$ cat config.mk
export PLATFORM = sky130hd
export DESIGN_NAME = intl_fault_latch
export DESIGN_NICKNAME = d
export VERILOG_FILES = /design/src/rtl/intl_fault_latch.sv
export SDC_FILE = /design/constraint.sdc
export NUM_CORES = 1
export LEC_CHECK = 0
export CORE_AREA = 5 5 271 273
export CTS_CLUSTER_DIAMETER = 50
export DETAILED_ROUTE_END_ITERATION = 16
export DIE_AREA = 0 0 276 278
export PLACE_DENSITY = 0.43
export SETUP_SLACK_MARGIN = 0.1
export SKIP_LAST_GASP = 1
export SLEW_MARGIN = 20
export SYNTH_ARGS = -nofsm -noshare
export SYNTH_HDL_FRONTEND = slang
export SYNTH_SLANG_ARGS = --single-unit
$ cat constraint.sdc
create_clock -name i_clk -period 21.3 [get_ports i_clk]
set_clock_uncertainty 0.2 [all_clocks]
set_input_delay 5.325 -clock i_clk [delete_from_list [all_inputs] [get_ports i_clk]]
set_output_delay 5.325 -clock i_clk [all_outputs]
set_load 0.005 [all_outputs]
$ cat src/rtl/intl_fault_latch.sv
// intl_fault_latch: debounces and masks interlock flags, latches faults and drives the MPS trip
module intl_fault_latch #(
  parameter int N_INTL = 16,
  parameter int DB_W   = 16,
  parameter int FW     = $clog2(N_INTL)
) (
  input  logic              i_clk,
  input  logic              i_rst,
  input  logic [N_INTL-1:0] i_intl_raw,
  input  logic [N_INTL-1:0] i_intl_mask,
  input  logic [DB_W-1:0]   i_debounce,
  input  logic              i_clr,
  output logic [N_INTL-1:0] o_intl_latched,
  output logic              o_trip,
  output logic [FW-1:0]     o_first_fault,
  output logic              o_first_valid,
  output logic [15:0]       o_trip_cnt,
  output logic [1:0]        o_state
);
  typedef enum logic [1:0] {IDLE = 2'd0, TRIP = 2'd1, CLEAR = 2'd2} state_t;
  state_t            r_state, w_next;
  logic [DB_W-1:0]   r_cnt [N_INTL];
  logic [N_INTL-1:0] w_act, w_qual, r_latched;
  logic [FW-1:0]     r_first, w_low;
  logic              r_valid, r_trip;
  logic [15:0]       r_trip_cnt;

  function automatic logic [FW-1:0] lowest(input logic [N_INTL-1:0] v);
    lowest = '0;
    for (int k = N_INTL - 1; k >= 0; k--)
      if (v[k]) lowest = FW'(k);
  endfunction

  // Masked raw flags qualify once their debounce count has reached D
  always_comb begin
    w_act = i_intl_raw & ~i_intl_mask;
    w_qual = '0;
    for (int k = 0; k < N_INTL; k++)
      w_qual[k] = w_act[k] & (r_cnt[k] >= i_debounce);
    w_low = lowest(w_qual);
  end

  // Per-channel debounce counters clamp at D, so lowering D reloads them to D
  always_ff @(posedge i_clk or posedge i_rst)
    if (i_rst)
      for (int k = 0; k < N_INTL; k++) r_cnt[k] <= '0;
    else
      for (int k = 0; k < N_INTL; k++)
        r_cnt[k] <= !w_act[k] ? '0 : (r_cnt[k] >= i_debounce) ? i_debounce : r_cnt[k] + 1'b1;

  // Next state: clear is only honoured in TRIP; CLEAR re-trips if faults persist
  always_comb begin
    w_next = (r_state == IDLE)  ? (|w_qual ? TRIP : IDLE) :
             (r_state == TRIP)  ? (i_clr ? CLEAR : TRIP) :
             (r_state == CLEAR) ? (|w_qual ? TRIP : IDLE) : IDLE;
  end

  // State, latched faults, first-fault record and trip counter
  always_ff @(posedge i_clk or posedge i_rst)
    if (i_rst) begin
      r_state    <= IDLE;
      r_latched  <= '0;
      r_first    <= '0;
      r_valid    <= 1'b0;
      r_trip_cnt <= '0;
      r_trip     <= 1'b0;
    end else begin
      r_state <= w_next;
      r_trip  <= (w_next == TRIP) || (w_next == CLEAR);
      case (r_state)
        IDLE:
          if (|w_qual) begin
            r_latched  <= w_qual;
            r_first    <= w_low;
            r_valid    <= 1'b1;
            r_trip_cnt <= (r_trip_cnt == 16'hFFFF) ? r_trip_cnt : r_trip_cnt + 16'd1;
          end
        TRIP: r_latched <= r_latched | w_qual;
        CLEAR: begin
          r_latched <= w_qual;
          r_first   <= |w_qual ? w_low : '0;
          r_valid   <= |w_qual;
        end
        default: ;
      endcase
    end

  assign o_intl_latched = r_latched;
  assign o_trip         = r_trip;
  assign o_first_fault  = r_first;
  assign o_first_valid  = r_valid;
  assign o_trip_cnt     = r_trip_cnt;
  assign o_state        = r_state;
endmodule

* Word-level counts from Yosys, hierarchy flattened
Cells that the tools add are included.
** Storage, ports and cells
- Register bits after elaboration :: 296
- Input bits :: 51
- Output and inout bits :: 40
- Word-level logic and storage cells :: 149
** Cells by class
- $add $sub $neg :: 17
- Order comparisons :: 16
- Equality and inequality tests :: 6
- Muxes and demuxes :: 60
- Bitwise gates (word level) :: 20
- Reduce and logical (&&, ||, !) cells :: 8
** Operator list (number)
- 16-bit two-way mux :: 33
- 16-bit by 1-bit adder with 16-bit output (second input constant) :: 17
- 16-bit greater-or-equal comparator :: 16
- 4-bit two-way mux :: 18
- 16-bit one-hot mux with 3 select lines :: 1
- 1-bit bitwise AND :: 16
- 16-bit bitwise AND :: 1
- 16-bit equality test (second input constant) :: 1
- 16-bit NOT :: 1
- 16-bit OR :: 1
- 16-bit OR reduction :: 1
- 4-bit one-hot mux with 2 select lines :: 1
- 2-bit two-way mux :: 3
- 2-bit by 1-bit equality test with 1-bit output (second input constant) :: 2
- 2-bit equality test (second input constant) :: 2
- 2-bit AND reduction :: 2
- 1-bit two-way mux :: 3
- 3-bit AND reduction :: 1
- 3-bit nonzero test :: 1
- 2-bit zero test :: 1
- 2-bit by 1-bit != test with 1-bit output (second input constant) :: 1
- 1-bit one-hot mux with 2 select lines :: 1
- 2-bit nonzero test :: 1
- 1-bit logical OR :: 1
- 1-bit NOT :: 1

* Logic depth before layout (Yosys ltp)
- Depth after elaboration :: 21
- Depth in mapped cells :: 15
- Gate-level depth less buffers :: 11

* Worst setup path before layout
Ideal clock, no wire load.
- Path type :: input to register
- From :: input i_debounce[1]
- To :: register r_latched[14] (netlist: o_intl_latched[14])
- Arrival time :: 8622 ps
- Path slack :: 12400 ps
- Cell stages on the path :: 14
- Cells stage by stage :: inv_1 clkbuf_1 ha_1 a2111oi_0 o31ai_1 a211o_1 clkbuf_1 a22oi_1 nand4_1 or3_1 buf_2 o21ai_4 buf_6 o2bb2ai_1
** On the way
- Word-level cells in the longest chain between the ends :: 5
- Elaborated cells between the ends (all ways) :: 38
- Those cells by class :: order compare (16); eq/ne (1); mux (2); bitwise (17); reduce/logical (2)
** RTL lines
- start, declared :: RTL line 11 : input logic [DB_W-1:0] i_debounce,
- 16-bit greater-or-equal comparator :: RTL line 39 : w_qual[k] = w_act[k] & (r_cnt[k] >= i_debounce);
- 1-bit bitwise AND :: RTL line 39
- 16-bit OR reduction :: RTL line 72 : if (|w_qual) begin
- 2-bit by 1-bit != test with 1-bit output (no line)
- 2-bit AND reduction (no line)
- end signal, assigned :: RTL line 73 : r_latched <= w_qual;
- end signal, assigned :: RTL line 78 : TRIP: r_latched <= r_latched | w_qual;
- end signal, assigned :: RTL line 80 : r_latched <= w_qual;
- end, declared :: RTL line 23 : logic [N_INTL-1:0] w_act, w_qual, r_latched;
Several ways; a longest one is shown, not always the timed one. The select of a mux whose other input is x is not followed.
A chain may end at the register's enable or synchronous reset.

* Final worst setup path
- From :: input i_debounce[10]
- To :: register r_latched[5] (netlist: o_intl_latched[5])
The elaborated chain is that of the path after synthesis.

==> qor.yml <==
global_route:
  first_pass_grt_wire_length_mm: 112
  number_of_antenna_violations_at_the_first_check_in_global_routing: 4
  grt_start_max_net_pins: 119
  gr-usage-all-layers_pct: 18.6
  grt_pass1_vias: 18176
  gr-total-overflow: 0
place:
  placed_cells: 3260
  dpl-instance-area_sq_um: 23100
  detailed_placement_hpwl_mm: 48.6
  io_buffers: 90
  routabilityCongestion: 0.808
yosys:
  synthAdderAreaFrac_pct: 16.5
  ys_dominant_reg_cell: "sky130_fd_sc_hd__dfrtp_1"
  synth-seq-cells: 296
  synth_compound_area_share_pct: 17.3
  synth_warnings: 0
  yosys-mux-area-fraction_pct: 0.960
  synth_top_family_by_area: "simple AND/OR/NAND/NOR gates"
  synth_xor_area_share_pct: 9.77
  ys_seq_area_share_pct: 35.3
  netlist_top_cells_area: "sky130_fd_sc_hd__dfrtp_1 (35%), sky130_fd_sc_hd__ha_1 (16%), sky130_fd_sc_hd__a211oi_1 (8.5%), sky130_fd_sc_hd__nor2_1 (6.2%), sky130_fd_sc_hd__xor2_1 (5.8%)"
  netlist-cell-type-count: 64
  post_synth_instance_area_sq_um: 21000
  synth_largest_area_cell: "sky130_fd_sc_hd__dfrtp_1"
  syn_avg_cell_area_sq_um: 9.25
  synth-simple-area-share_pct: 17.4
  synthCells: 2268
  number_of_synthesized_flops_with_an_enable_pin: 0
  synth_top_cell_area_share_pct: 35.3
  synth-async-reset-ratio_pct: 100
  postSynthNetCount: 2595
critical_path:
  critical_path.max_stage_delay_ns: 0.66
  rr_worst_depth: 10
  critPathMaxFanout: 33
  r2r_slack_ns: 16.42
  worstReg2RegEnd: "o_intl_latched[5]"
  worst-setup-path-type: "input port to flop"
  cp_data_arrival_time_ns: 10.75
  critical_path.reg2reg.startpoint: "r_cnt[138]"
  startpoint_types: "input port"
  critPathCaptureType: "flop"
  cpMaxStageDelayCell: "sky130_fd_sc_hd__a21oi_4"
  crit_required_ns: 21.64
  timing.critical_path.cells: "clkdlybuf4s50_1, buf_4, inv_1, buf_4, ha_1, a21o_1, a221o_1, a221o_1, a21oi_4, o22ai_1, or3_1, or3_1, o21ai_4, a22o_1"
min_path:
  holdCritPathClass: "flop to flop"
  cell_count_of_the_worst_hold_path: 1
  timing.hold.worst.start: "o_trip_cnt[7]"
  end_of_the_worst_hold_path: "o_trip_cnt[7]"
timing:
  timing_worst_slew_pin_value_ns: 0.986
  finalSetupViolCount: 0
  report.final.slew_viol_count: 0
  rsz0062_at_grt: "no"
  final.hold.worst_slack_ns: 0.295
  timing.slew.headroom_pct: 34.2
  post-route-period-util_pct: 48.9
  hold_viol_final: 0
  fin_tns_setup_ns: 0
  peak_clock_frequency_supported_by_timing_mhz: 96.1
  fin_crit_ns: 10.41
layout:
  area_growth_pct: 19.0
  fin_area_sq_um: 25000
  finalNetCount: 2693
  final-instance-count-excl-fill: 3360
  post_route_cells_drive_above_1_share_pct: 7.30
  antennaDiodeCount: 0
cts:
  clockRootBuffer: "sky130_fd_sc_hd__clkbuf_16"
  worstSkewPairLatency_ns: 0.61
  number_of_cts_inserted_buffers: 54
  postcts_setup_bufs: 0
  tritoncts: "done"
  clockBufferDepth: 3
  cts-htree-levels: 2
  post_cts_hold_buffer_count: 0
  cts.reportedPaths.clkPinSlew_ns: 0.05
  cts_sinks: 296
  ctsResizeCount: 0
routing:
  drt-pass1-iter-count: 6
  ant_nets: 0
  viasPerCell: 5.31
  drt_drc_violations_left: 0
  via_count: 17825
  wirelength_mm: 73.1
  drt-wirelength-per-cell_um: 21.8
  first_iter_violations: 1171
floorplanning:
  standard_cell_row_count: 98
  io_pins: 91
  chipHeight_um: 278
  die_w_um: 276
  die_area_sq_um: 76700
  initial_utilization_pct: 29.6
  design.core.area_sq_um: 70900
pwr:
  total_leakage_power_nw: 11.5
  vdd.ir_drop.worst_uv: 63.8
  power_density_nw_per_um2: 64.6
flow_run:
  drv_cap: 0
status:
  outcome: "finished clean"
how the worst max path moves through the flow:
stage	slack (ns)	from	endpoint	cells past startpoint
5_1_grt	10.73	i_debounce[10]	o_intl_latched[5]	14
6_report	10.89	i_debounce[10]	o_intl_latched[5]	14
3_3_place_gp	10.35	i_debounce[10]	o_trip_cnt[1]	13
2_1_floorplan	7.60	i_rst	o_first_fault[0]	1
3_5_place_dp	10.32	i_debounce[10]	o_trip_cnt[1]	13
4_1_cts	10.95	i_debounce[10]	o_trip_cnt[1]	13
per-layer routing:
layer,track usage [%],part of all wire (%)
met3,3.18,4.7
met5,0,0
met4,6.04,3.4
met2,30.4,45
met1,25.1,46
worst max-delay path, delay by kind of cell:
kind / cells / cell delay (ns)
adder cells (fa/ha/maj): 1 / 0.37
buffers and inverters: 4 / 1.15
AO/OA/AOI/OAI: 7 / 2.73
AND/OR/NAND/NOR: 2 / 1.11
Yosys cell counts (all sizes together), types with 4 or more instances:
cell and count:
a2111oi 5, a211o 4, a211oi 239, a21o 31, a21oi 72, a221o 9, a22o 13, a311oi 7
a31o 5, a31oi 8, and2 7, and3 83, and4 14, buf 17, clkbuf 89, dfrtp 296
ha 276, inv 52, mux2i 19, nand2 95, nand2b 34, nand3 116, nand4 40, nor2 345
nor2b 8, nor3 21, o2111ai 6, o211a 4, o211ai 16, o21a 12, o21ai 50, or3 9
xnor2 95, xor2 139
cell families after synthesis:
group,after synthesis
AND/OR/NAND/NOR,780
buffers and inverters,158
AO/OA/AOI/OAI,504
XOR/XNOR,234
adder cells (fa/ha/maj),276
multiplexers,20
flip-flops,296
cell type report:
cell class	instances	area, sq um
fillers	7255	45900
multi-input cells	1814	13000
flip-flops and latches	296	7410
clock buffers	64	1460
repair buffers	148	1330
well taps	950	1190
clock inverters	36	365
inverters	52	203
placed cells by master (no fill, tap or decap), drive strengths merged, types with 9 or more instances in the layout:
| cell type | count |
|---|---|
| or3 | 9 |
| a21o | 31 |
| clkinv | 18 |
| a22o | 13 |
| clkdlybuf4s50 | 89 |
| xnor2 | 95 |
| o21ai | 50 |
| and3 | 83 |
| nor3 | 21 |
| xor2 | 139 |
| nand4 | 40 |
| o211ai | 16 |
| buf | 59 |
| nor2 | 345 |
| and4 | 14 |
| inv | 59 |
| dfrtp | 296 |
| ha | 276 |
| a211oi | 239 |
| nand2 | 95 |
| nand2b | 34 |
| clkbuf | 64 |
| o21a | 12 |
| a21oi | 72 |
| a221o | 9 |
| nand3 | 116 |
| mux2i | 19 |
stage by stage:
stage,setup slack (ns),power (mW),utilization [%]
2_1_floorplan,7.60,0.662,-
3_3_place_gp,10.35,0.745,32.7
3_5_place_dp,10.32,0.748,32.7
4_1_cts,10.95,1.64,35.2
5_1_grt,10.73,1.68,35.2
6_report,10.89,1.61,35.2
state kept, by name, indices dropped and copies added (netlist names):
signal / cells
o_trip: 1
r_cnt: 256
o_state: 2
o_intl_latched: 16
o_first_fault: 4
o_trip_cnt: 16
o_first_valid: 1
power breakdown:
group          internal [mW]  switching (mW)
clock                  0.543           0.335
combinational         0.0552          0.0913
sequential             0.575          0.0149
total                   1.17           0.441
No activity file was read; power rests on OpenSTA's default activity.
